## config.mk

```make
export PLATFORM = sky130hd
export DESIGN_NAME = br_redirect_ctrl
export DESIGN_NICKNAME = d
export VERILOG_FILES = /design/src/rtl/br_redirect_ctrl.sv
export SDC_FILE = /design/constraint.sdc
export NUM_CORES = 1
export LEC_CHECK = 0
export ABC_AREA = 1
export CAP_MARGIN = 15
export CORE_AREA = 2 2 154 156
export CTS_CLUSTER_DIAMETER = 60
export DETAILED_ROUTE_END_ITERATION = 10
export DIE_AREA = 0 0 156 158
export PLACE_DENSITY = 0.89
export SLEW_MARGIN = 20
export SYNTH_ARGS = -nofsm -noshare
export SYNTH_HDL_FRONTEND = slang
export SYNTH_SLANG_ARGS = --single-unit
```

## constraint.sdc

```tcl
create_clock -name clk -period 7.36 [get_ports clk]
set_clock_uncertainty 0.05 [all_clocks]
set_input_delay 0.736 -clock clk [delete_from_list [all_inputs] [get_ports clk]]
set_output_delay 0.736 -clock clk [all_outputs]
set_load 0.02 [all_outputs]
```

## src/rtl/br_redirect_ctrl.sv

```systemverilog
// Branch redirect controller: turns resolved execute-stage branches into a held
// fetch redirect on mispredict, and queues every accepted branch for predictor update.
module br_redirect_ctrl (
    input  logic        clk,
    input  logic        rstn,
    input  logic        ex_valid,
    input  logic        ex_is_br,
    input  logic [31:0] ex_pc,
    input  logic        ex_ifbr,
    input  logic [31:0] ex_target,
    input  logic        ex_pred_taken,
    input  logic [31:0] ex_pred_target,
    output logic        stall_ex,
    output logic        flush,
    output logic        redir_valid,
    output logic [31:0] redir_pc,
    input  logic        redir_ready,
    output logic        upd_valid,
    output logic [31:0] upd_pc,
    output logic        upd_taken,
    output logic [31:0] upd_target,
    input  logic        upd_ready
);

    typedef enum logic {IDLE = 1'b0, REDIR = 1'b1} state_t;

    state_t      r_state;
    state_t      w_state_nxt;
    logic [31:0] r_redir_pc;
    logic        r_flush;
    logic [1:0]  r_wptr;
    logic [1:0]  r_rptr;
    logic [2:0]  r_count;
    logic [31:0] r_fifo_pc    [4];
    logic        r_fifo_taken [4];
    logic [31:0] r_fifo_tgt   [4];

    logic        w_acc;
    logic        w_mispredict;
    logic [31:0] w_correct_pc;
    logic        w_enter_redir;
    logic        w_redir_hs;
    logic        w_push;
    logic        w_pop;
    logic        w_full;

    assign w_full        = (r_count == 3'd4);
    assign w_acc         = ex_valid & ex_is_br & (r_state == IDLE) & ~w_full;
    assign w_mispredict  = (ex_ifbr != ex_pred_taken) | (ex_ifbr & (ex_target != ex_pred_target));
    assign w_correct_pc  = ex_ifbr ? ex_target : ex_pc + 32'd4;
    assign w_enter_redir = w_acc & w_mispredict;
    assign w_redir_hs    = (r_state == REDIR) & redir_ready;
    // Full blocks the push on the full-count value, even if the head leaves this cycle.
    assign w_push        = w_acc;
    assign w_pop         = (r_count != 3'd0) & upd_ready;

    always_ff @(posedge clk or negedge rstn) begin
        if (!rstn) r_state <= IDLE;
        else       r_state <= w_state_nxt;
    end

    always_comb begin
        w_state_nxt = r_state;
        case (r_state)
            IDLE:  if (w_enter_redir) w_state_nxt = REDIR;
            REDIR: if (w_redir_hs)    w_state_nxt = IDLE;
        endcase
    end

    always_comb begin
        redir_valid = (r_state == REDIR);
        stall_ex    = (r_state == REDIR) | (ex_valid & ex_is_br & w_full);
    end

    // Redirect target captured once on entry and held until fetch takes it.
    always_ff @(posedge clk or negedge rstn) begin
        if (!rstn) begin
            r_redir_pc <= 32'd0;
            r_flush    <= 1'b0;
        end else begin
            r_flush <= w_enter_redir;
            if (w_enter_redir) r_redir_pc <= w_correct_pc;
        end
    end

    assign flush    = r_flush;
    assign redir_pc = r_redir_pc;

    always_ff @(posedge clk or negedge rstn) begin
        if (!rstn) begin
            r_wptr  <= 2'd0;
            r_rptr  <= 2'd0;
            r_count <= 3'd0;
        end else begin
            if (w_push) r_wptr <= r_wptr + 2'd1;
            if (w_pop)  r_rptr <= r_rptr + 2'd1;
            case ({w_push, w_pop})
                2'b10:   r_count <= r_count + 3'd1;
                2'b01:   r_count <= r_count - 3'd1;
                default: r_count <= r_count;
            endcase
        end
    end

    always_ff @(posedge clk) begin
        if (w_push) begin
            r_fifo_pc[r_wptr]    <= ex_pc;
            r_fifo_taken[r_wptr] <= ex_ifbr;
            r_fifo_tgt[r_wptr]   <= ex_target;
        end
    end

    assign upd_valid  = (r_count != 3'd0);
    assign upd_pc     = r_fifo_pc[r_rptr];
    assign upd_taken  = r_fifo_taken[r_rptr];
    assign upd_target = r_fifo_tgt[r_rptr];

endmodule

```

==> flow_summary.json <==
{
  "status": "complete, no violations",
  "synthXorXnorAreaFrac_pct": 1.47,
  "seq_area_frac_synth_pct": 67.2,
  "antenna_left": 0,
  "placed_area_mm2": 0.0154,
  "power_leakage_nw": 6.16,
  "maxCapViolCount": 0,
  "endpoint": "upd_target[30]",
  "regArea_mm2": 0.00884,
  "clkLatencyLatePin_ps": 530,
  "fmax_mhz": 218,
  "maxSlewViolCount": 0,
  "ff2ff_setup_slack_ps": 4340,
  "peakVddDrop_mv": 0.270,
  "rows": 56,
  "critical_path_class": "flip-flop to output pin",
  "power_frac_comb_pct": 39.6,
  "cp-end-kind": "output pin",
  "core_mm2": 0.0231,
  "p_seq_share_pct": 37.1,
  "synth_top_family_by_area": "simple AND/OR/NAND/NOR gates",
  "required_ps": 6570,
  "antenna_found_initial": 4,
  "grtUsageMet3_pct": 5.80,
  "viasPerCell": 5.93,
  "p_clk_share_pct": 23.3,
  "vias": 10408,
  "maxSlewHeadroom_pct": 28.8,
  "final_area_mm2": 0.0163,
  "clockRootBuffer": "clkbuf_16",
  "first_global_vias": 10279,
  "period_needed_ps": 4580,
  "grt_max_degree": 79,
  "cp.arrival_ps": 3790,
  "htreeDepth": 1,
  "ios": 205,
  "rr_worst_depth": 5,
  "synth.distinct_cells": 28,
  "nFillCells": 1557,
  "crit_fanout": 67,
  "grtUsageMet1_pct": 39.9,
  "top_usage_layer": "met2",
  "finalCritPeriodShare_pct": 62.2,
  "setup_viol": 0,
  "powerDensity_mw_per_mm2": 376,
  "utilization_pct": 70.8,
  "chipWidth_um": 156,
  "wirelength_mm": 37.2,
  "numPortBuffers": 204,
  "synth_compound_area_share_pct": 9.07,
  "dp_hpwl_mm": 24.6,
  "dr.pass1.iters": 5,
  "nets": 1550,
  "use_met2_pct": 50.0,
  "holdWs_ps": 313,
  "route.detailed.drc": 0,
  "clkTransAtPathRegs_ps": 60,
  "grtUsageTotal_pct": 30.3,
  "startpoint": "r_rptr[0]$_DFFE_PN0P_",
  "syn_nets": 1363,
  "drive_gt1_share_pct": 4.65,
  "max_slew.worst_pin.slew_ps": 1070,
  "p_int_mw": 3.84,
  "hold_viol": 0,
  "cp-start-kind": "flip-flop",
  "cts_inserted_buffers": 29,
  "ys_seq_elements": 301,
  "yosysWarningCount": 0,
  "yosys.area_share.simple_pct": 17.1,
  "fp.dieH_um": 158,
  "grt_pass1_wl_mm": 56.8,
  "r2r_start": "r_count[0]$_DFFE_PN0P_",
  "hold_path_class": "input pin to async pin",
  "clock_sinks": 301,
  "r2r_end": "r_fifo_tgt[0][5]$_DFFE_PP_",
  "wire_per_inst_um": 21.2,
  "cts_hold_buf": 0,
  "fin_tns_setup_ps": 0,
  "start_util_pct": 57.0,
  "multi_input_area_mm2": 0.00376,
  "rsz0062_at_grt": "false",
  "clock_path_buffers": 3,
  "cts_tree": "done",
  "drtIter0Drc": 1327,
  "gp_congestion": 0.951,
  "avgSynthCellArea_um2": 10.5,
  "cts_resized": 0,
  "post-cts-setup-buffers": 0,
  "overflow": 0,
  "synth_mux_area_share_pct": 0,
  "area_growth_pct": 24.1,
  "power.switching_mw": 2.30,
  "mappedNetlistArea_mm2": 0.0131,
  "sw_frac_of_total_pct": 37.5,
  "die-area_mm2": 0.0246,
  "totalPowerFinal_mw": 6.14,
  "synthAdderAreaFrac_pct": 0.724,
  "syn_inst": 1252
}
flip-flops by register name, indices dropped and copies added, names as in the netlist:
name          flops
r_count           3
r_wptr            2
r_fifo_taken      4
redir_pc         32
r_fifo_pc       128
redir_valid       1
r_rptr            2
r_fifo_tgt      128
flush             1
critical path, cell delays in order, from the launching register on:
cell	delay [ps]
dfrtp_4	790
clkinv_2	820
buf_4	620
o21ai_0	300
o22ai_1	110
clkdlybuf4s50_1	550
power by group through the flow:
stage | combinational [mW] | sequential, mW | clock [mW]
after CTS | 2.43 | 2.27 | 1.43
after floorplan | 1.23 | 2.33 | 0
final | 2.43 | 2.28 | 1.43
after global placement | 2.35 | 2.29 | 0
after global routing | 2.61 | 2.29 | 1.51
after detailed placement | 2.41 | 2.30 | 0
logic make-up after synthesis:
family | Yosys count
AO/OA/AOI/OAI | 220
XOR/XNOR | 22
adder cells (fa/ha/maj) | 7
buffers and inverters | 142
flip-flops | 301
AND/OR/NAND/NOR | 560
Yosys cell counts:
cell,count,area [µm²]
a21oi_1,3,15.0
a31oi_1,1,6.26
buf_2,15,75.1
buf_4,1,7.51
buf_6,3,33.8
clkbuf_1,38,143
clkinv_1,1,3.75
dfrtp_1,41,1030
edfxtp_1,260,7810
fa_1,1,20.0
ha_1,6,75.1
inv_1,84,315
nand2_1,295,1110
nand2_4,1,11.3
nand3_1,46,230
nand3_2,2,20.0
nand3b_1,10,75.1
nand4_1,2,12.5
nand4_2,1,12.5
nor2_1,199,747
nor2_4,2,22.5
o21ai_0,147,736
o21bai_1,1,7.51
o221ai_1,1,8.76
o22ai_1,67,419
or2_2,2,12.5
xnor2_1,10,87.6
xor2_1,12,105
layout make-up:
class | instances | share of cell area (%)
diodes | 4 | 0.0614
repair buffers | 213 | 12.9
well taps | 290 | 2.22
inverters | 85 | 1.96
clock buffers | 40 | 4.89
clock inverters | 13 | 0.721
flip-flops and latches | 301 | 54.2
multi-input cells | 809 | 23.1
per-layer routing:
layer,wire [µm],vias up
met5,0,-
met4,1550,0
met3,3780,118
met2,18000,682
met1,13900,4944
li1,-,4664
cells in the final DEF (no fill, tap or decap), types with 2 or more instances in the layout:
| cell type | n |
|---|---|
| a21oi_1 | 3 |
| buf_4 | 9 |
| clkbuf_1 | 8 |
| clkbuf_16 | 29 |
| clkbuf_8 | 3 |
| clkdlybuf4s50_1 | 203 |
| clkinv_1 | 2 |
| clkinv_4 | 2 |
| dfrtp_1 | 40 |
| diode_2 | 4 |
| edfxtp_1 | 260 |
| ha_1 | 6 |
| inv_1 | 83 |
| inv_6 | 7 |
| nand2_1 | 295 |
| nand3_1 | 46 |
| nand3_2 | 2 |
| nand3b_1 | 10 |
| nand4_1 | 2 |
| nor2_1 | 195 |
| nor2_4 | 6 |
| o21ai_0 | 147 |
| o22ai_1 | 67 |
| or2_2 | 2 |
| xnor2_1 | 10 |
| xor2_1 | 12 |
how the worst min path moves through the flow:
stage | endpoint | slack (ps) | startpoint
2_1_floorplan | flush$_DFF_PN0_ | 390 | rstn
3_3_place_gp | redir_pc[30]$_DFFE_PN0P_ | 400 | redir_pc[30]$_DFFE_PN0P_
3_5_place_dp | redir_pc[14]$_DFFE_PN0P_ | 410 | redir_pc[14]$_DFFE_PN0P_
4_1_cts | redir_pc[1]$_DFFE_PN0P_ | 320 | rstn
5_1_grt | redir_pc[1]$_DFFE_PN0P_ | 360 | rstn
6_report | r_count[0]$_DFFE_PN0P_ | 310 | rstn
metrics by stage:
step                      instances  setup slack [ps]
final                          1755              2780
after global routing           1753              2510
after CTS                      1751              2780
after detailed placement       1698              3330
after global placement         1698              3500
after floorplan                1252              3060
Note: power is estimated with default switching activity, not from simulation.
==> variant 1, RTL diff (config.mk and constraints unchanged) <==
Register the input `ex_target` before use, without a reset. The logic sees it one clock later. The other inputs are not delayed to match.
--- a/src/rtl/br_redirect_ctrl.sv
+++ b/src/rtl/br_redirect_ctrl.sv
@@ -24,6 +24,12 @@
 
     typedef enum logic {IDLE = 1'b0, REDIR = 1'b1} state_t;
 
+    logic [31:0] ex_target_q;
+
+    always_ff @(posedge clk) begin
+        ex_target_q <= ex_target;
+    end
+
     state_t      r_state;
     state_t      w_state_nxt;
     logic [31:0] r_redir_pc;
@@ -46,8 +52,8 @@
 
     assign w_full        = (r_count == 3'd4);
     assign w_acc         = ex_valid & ex_is_br & (r_state == IDLE) & ~w_full;
-    assign w_mispredict  = (ex_ifbr != ex_pred_taken) | (ex_ifbr & (ex_target != ex_pred_target));
-    assign w_correct_pc  = ex_ifbr ? ex_target : ex_pc + 32'd4;
+    assign w_mispredict  = (ex_ifbr != ex_pred_taken) | (ex_ifbr & (ex_target_q != ex_pred_target));
+    assign w_correct_pc  = ex_ifbr ? ex_target_q : ex_pc + 32'd4;
     assign w_enter_redir = w_acc & w_mispredict;
     assign w_redir_hs    = (r_state == REDIR) & redir_ready;
     // Full blocks the push on the full-count value, even if the head leaves this cycle.
@@ -106,7 +112,7 @@
         if (w_push) begin
             r_fifo_pc[r_wptr]    <= ex_pc;
             r_fifo_taken[r_wptr] <= ex_ifbr;
-            r_fifo_tgt[r_wptr]   <= ex_target;
+            r_fifo_tgt[r_wptr]   <= ex_target_q;
         end
     end
 
Formal check against the unedited RTL: not equivalent (Yosys sat finds a counterexample within 4 cycles, from zero or initial values and one cycle with rstn low).
==> variant 1 against the original RTL <==
  * Combinational power barely moved
  * Sequential power rose by 8%
  * Worst setup slack improved by 0.057 ns
  * Hold slack improved by 0.0044 ns
  * Cell area rose by 4.7%
  * Sequential cell count rose by 32
  * Total power rose by 6.4%
  * Wire length fell by 3.1%
  * Synthesized area rose by 4.5%
  * Register-to-register slack improved by 0.07 ns
  * Non-clock buffer count rose by 1
  * First-iteration DRC count fell by 19%
==> variant 1: results (changes against the original RTL) <==
Synthesis
  – Mapped Nets: 1382 (was 1363)
  – Yosys cell types: 33 (was 28)
  – Seq/Total Area, Yosys: 69.0% (was 67.2%)
  – Fraction of registers with async set/reset: 12.3% (was 13.6%)
  – Synth area leaders: edfxtp_1 (57%), nand2_1 (7.5%), dfrtp_1 (7.5%) (was edfxtp_1 (59%), nand2_1 (8.4%), dfrtp_1 (7.8%))
  – Syn Inst Count: 1271 (was 1252)
  – Yosys warning total: 0 (unchanged)

Final layout
  – Nets@finish: 1575 (was 1550)
  – Fin cells: 1778 (was 1755)
  – Layout cell share with drive strength beyond 1: 5.44% (was 4.65%)
  – Top flop regs: r_fifo_pc: 128 flops, r_fifo_tgt: 128 flops
  – ANT cells: 0 (was 4)

Outcome
  – Status: complete, no violations (unchanged)

Route
  – Initial DRC count: 1072 (was 1327)
  – DR WL/cell: 20.3 um (was 21.2 um)
  – Via-per-instance ratio: 5.81 (was 5.93)
  – Drt first pass iters: 6 (was 5)

Worst setup path
  – Worst R2R Setup Slack: 4.41 ns (was 4.34 ns)
  – CP Max Fanout: 72 (was 67)
  – WP data arrival: 3.74 ns (was 3.79 ns)

Clocking
  – Num CTS Buffers: 34 (was 29)
  – Clk_lat worst skew: 0.51 ns (was 0.53 ns)
  – Htree depth: 2 (was 1)

Global route
  – Initial antenna violation count: 0 (was 4)
  – Vias in the first global route: 10100 (was 10300)
  – Largest net degree at the start of global routing: 83 (was 79)
  – First-pass GRT wire length: 54.3 mm (was 56.8 mm)

Placement
  – Global placement routability congestion: 0.930 (was 0.951)
  – Inst Count DP: 1718 (was 1698)
  – Hpwl dp: 23.1 mm (was 24.6 mm)

Power and ir drop
  – P_leak: 6.45 nW (was 6.16 nW)
  – Net Switching: 2.34 mW (was 2.30 mW)
  – VDD IR max: 0.263 mV (was 0.270 mV)

STA
  – Hold Slack: 0.318 ns (was 0.313 ns)
  – Worst slew pin tran: 0.922 ns (was 1.07 ns)
-- variant 1: per-layer routing --
layer  vias up  part of all wire (%)  global-route usage [%]
met2       540                    49                    48.7
li1       4742                     -                       -
met3       105                   8.8                    5.37
met5         -                     0                       0
met1      4949                    38                    37.9
met4         0                   4.1                    12.6
-- variant 1: cells by family (layout without fill, tap and decap cells) --
group	Yosys count	after routing	synth area share, %
AOI/OAI and AO/OA	223	223	8.82
and+or+nand+nor	547	547	16.1
buffers and inverters	138	355	4.00
xor gates and xnor gates	23	23	1.47
adders and majority gates	7	7	0.692
DFF	333	333	69.0
-- variant 1: layout make-up --
cell class                      count  area, um2  area share (%)
Clock buffer                       44        950            5.56
Clock inverter                     16        126           0.740
Inverter                           81        305            1.79
Multi-Input combinational cell    800       3750            21.9
Sequential cell                   333       9480            55.5
Tap cell                          290        363            2.12
Timing Repair Buffer              214       2110            12.4
-- variant 1: worst paths after layout --
| check | from | to | cells past startpoint |
|---|---|---|---|
| min in group clk | redir_pc[5] | redir_pc[5] | 2 |
| min reg2reg | redir_pc[5] | redir_pc[5] | 2 |
| max | r_rptr[0] | upd_target[19] | 5 |
| max reg2reg | ex_target_q[3] | redir_pc[22] | 12 |
| max in group asynchronous | rstn | r_rptr[0] | 1 |
| min | rstn | redir_pc[25] | 1 |
-- variant 1: power groups by stage --
stage	combinational, mW	sequential (mW)	clock [mW]
3_3_place_gp	2.35	2.47	0
6_report	2.43	2.46	1.65
2_1_floorplan	1.23	2.53	0
3_5_place_dp	2.41	2.48	0
4_1_cts	2.43	2.45	1.65
5_1_grt	2.59	2.47	1.72
-- variant 1: critical path, cell delays in order, from the launching register on --
cell	delay, ns
dfrtp_4	0.76
clkinv_2	0.77
buf_4	0.60
o21ai_0	0.31
o22ai_1	0.10
clkdlybuf4s50_1	0.60
==> variant 2, RTL diff (config.mk and constraints unchanged) <==
Without the edit above. Put a register stage on the output `redir_valid`, with the module's reset. The value now appears one clock later. The other outputs are not delayed to match.
--- a/src/rtl/br_redirect_ctrl.sv
+++ b/src/rtl/br_redirect_ctrl.sv
@@ -23,6 +23,8 @@
 );
 
     typedef enum logic {IDLE = 1'b0, REDIR = 1'b1} state_t;
+
+    logic redir_valid_d;
 
     state_t      r_state;
     state_t      w_state_nxt;
@@ -68,7 +70,7 @@
     end
 
     always_comb begin
-        redir_valid = (r_state == REDIR);
+        redir_valid_d = (r_state == REDIR);
         stall_ex    = (r_state == REDIR) | (ex_valid & ex_is_br & w_full);
     end
 
@@ -115,5 +117,13 @@
     assign upd_taken  = r_fifo_taken[r_rptr];
     assign upd_target = r_fifo_tgt[r_rptr];
 
+    always_ff @(posedge clk or negedge rstn) begin
+        if (!rstn) begin
+            redir_valid <= '0;
+        end else begin
+            redir_valid <= redir_valid_d;
+        end
+    end
+
 endmodule
 
Check against the original RTL: not equivalent (Yosys sat finds a counterexample within 4 cycles, from zero or initial values and one cycle with rstn low).
==> variant 2 against the original RTL <==
  * Synthesized area rose by 0.19%
  * Wire length fell by 2.8%
  * Die area did not move
  * Sequential share of layout area rose by 0.11 points
  * Highest routed layer unchanged
  * Largest cell class unchanged
  * Global-route usage fell by 1.1 points
  * Cell area barely moved
  * Synthesized cell count barely moved
  * Cell count fell by 0.23%
  * Combinational power barely moved
  * Register-to-register slack improved by 0.02 ns
  * Total power fell by 0.23%
  * Sequential cell count rose by 1
  * Worst setup slack improved by 0.24 ns
==> variant 2: results (changes against the original RTL) <==
Outcome
  – Status: complete, no violations (unchanged)

Placement
  – Placed Area: 15400 um2 (about the same)
  – Hpwl dp: 23.5 mm (was 24.6 mm)
  – IO Port Bufs: 204 (unchanged)
  – Global placement routability congestion: 0.918 (was 0.951)

STA
  – Worst slew pin tran: 1.06 ns (was 1.07 ns)

Route
  – DR WL met3: 3.15 mm (was 3.78 mm)
  – Routed WL: 36.2 mm (was 37.2 mm)
  – M1 WL: 13.9 mm (about the same)
  – Initial DRC count: 1102 (was 1327)
  – Vias: 10300 (was 10400)
  – Max layer used: met4 (unchanged)
  – Metal2 WL: 17.6 mm (was 18.0 mm)

Global route
  – Total GRT Usage: 29.3% (was 30.3%)
  – Largest net degree at the start of global routing: 91 (was 79)
  – GR Util met2: 48.7% (was 50.0%)
  – Initial antenna violation count: 0 (was 4)
  – Met1 usage: 38.1% (was 39.9%)
  – M3 GR Usage: 4.79% (was 5.80%)
  – First-pass GRT wire length: 54.7 mm (was 56.8 mm)

Worst setup path
  – CP Max Fanout: 90 (was 67)
  – Crit Reg-Reg Endpoint: r_fifo_tgt[1][10] (was r_fifo_tgt[0][5])
  – WP data arrival: 3.56 ns (was 3.79 ns)
  – Worst path slowest cell: buf_4 (was clkinv_2)
  – Slowest stage delay, CP: 0.74 ns (was 0.82 ns)
  – Worst R2R Setup Slack: 4.36 ns (was 4.34 ns)

Synthesis
  – Synth area leaders: edfxtp_1 (59%), nand2_1 (8.4%), dfrtp_1 (8.0%) (was edfxtp_1 (59%), nand2_1 (8.4%), dfrtp_1 (7.8%))
  – Post-synth top cells: nand2_1 (295), edfxtp_1 (260), nor2_1 (199) (unchanged)
  – Mapped Nets: 1364 (was 1363)
  – Seq/Total Area, Yosys: 67.3% (was 67.2%)
  – Fraction of registers with async set/reset: 13.9% (was 13.6%)
  – Yosys warning total: 0 (unchanged)
  – Post-synth EDFFs: 260 (unchanged)

Clocking
  – Htree depth: 1 (unchanged)
  – Clk root buf: clkbuf_16 (unchanged)
  – Clk pin slew, worst setup/hold paths: 0.06 ns (about the same)
  – Hold Buf Count CTS: 0 (unchanged)
  – Post-cts sizing count: 0 (unchanged)
  – Num CTS Buffers: 28 (was 29)

Power and ir drop
  – P_leak: 6.17 nW (was 6.16 nW)
  – VDD IR max: 0.325 mV (was 0.270 mV)
  – Power per Cell Area: 375 nW/um2 (was 376 nW/um2)
  – Net Switching: 2.26 mW (was 2.30 mW)
  – Sequential share of power: 37.0% (was 37.1%)
  – Comb pwr share: 39.8% (was 39.6%)

Final layout
  – Final instance area: 16300 um2 (about the same)
  – Fillers: 1581 (was 1557)
  – Nets@finish: 1550 (unchanged)
  – ANT cells: 0 (was 4)
  – Layout cell share with drive strength beyond 1: 4.93% (was 4.65%)
==> variant 2: cell count changes in the layout (fill, tap and decap cells not counted), moves of 4 or more <==
cell	delta
clkbuf_1	-5
clkinv_2	+8
clkinvlp_4	+4
diode_2	-4
inv_6	-7
==> variant 2: layout make-up <==
type,instances,share of cell area [%]
tap,290,2.22
timing repair buffer,213,12.9
inverter,85,1.96
clock buffer,36,4.85
clock inverter,16,0.736
sequential,302,54.3
multi-input combinational,809,23.0
==> variant 2: worst max-delay path: cells and delay by family, from the launching register on <==
kind	cells	cell delay (ns)
buffers and inverters	3	1.85
flip-flops	1	0.68
AO/OA/AOI/OAI	2	0.42
==> variant 2: logic make-up (layout without fill, tap and decap cells) <==
| group | Yosys count | in the layout | share of synthesized area (%) |
|---|---|---|---|
| AO/OA/AOI/OAI | 220 | 220 | 9.06 |
| AND/OR/NAND/NOR | 560 | 560 | 17.1 |
| buffers and inverters | 142 | 350 | 4.39 |
| adder cells (fa/ha/maj) | 7 | 7 | 0.722 |
| flip-flops | 302 | 302 | 67.3 |
| XOR/XNOR | 22 | 22 | 1.46 |
==> variant 2: worst max path at each step <==
stage	from	endpoint	slack (ns)	depth (start not counted)
global route	r_rptr[0]	upd_target[21]	2.81	5
CTS	r_rptr[0]	upd_target[7]	3.00	5
detailed placement	r_rptr[0]	upd_target[7]	3.58	5
floorplan	ex_valid	r_fifo_pc[0][0]	3.06	2
global placement	r_rptr[0]	upd_target[21]	3.63	5
finish	r_rptr[0]	upd_target[7]	3.02	5
==> variant 2: metrics by stage <==
stage	setup slack [ns]	instances	hold WS (ns)
after floorplan	3.06	1253	0.304
after global placement	3.63	1699	0.310
after detailed placement	3.58	1699	0.324
after CTS	3.00	1751	0.328
after global routing	2.81	1751	0.355
final	3.02	1751	0.302
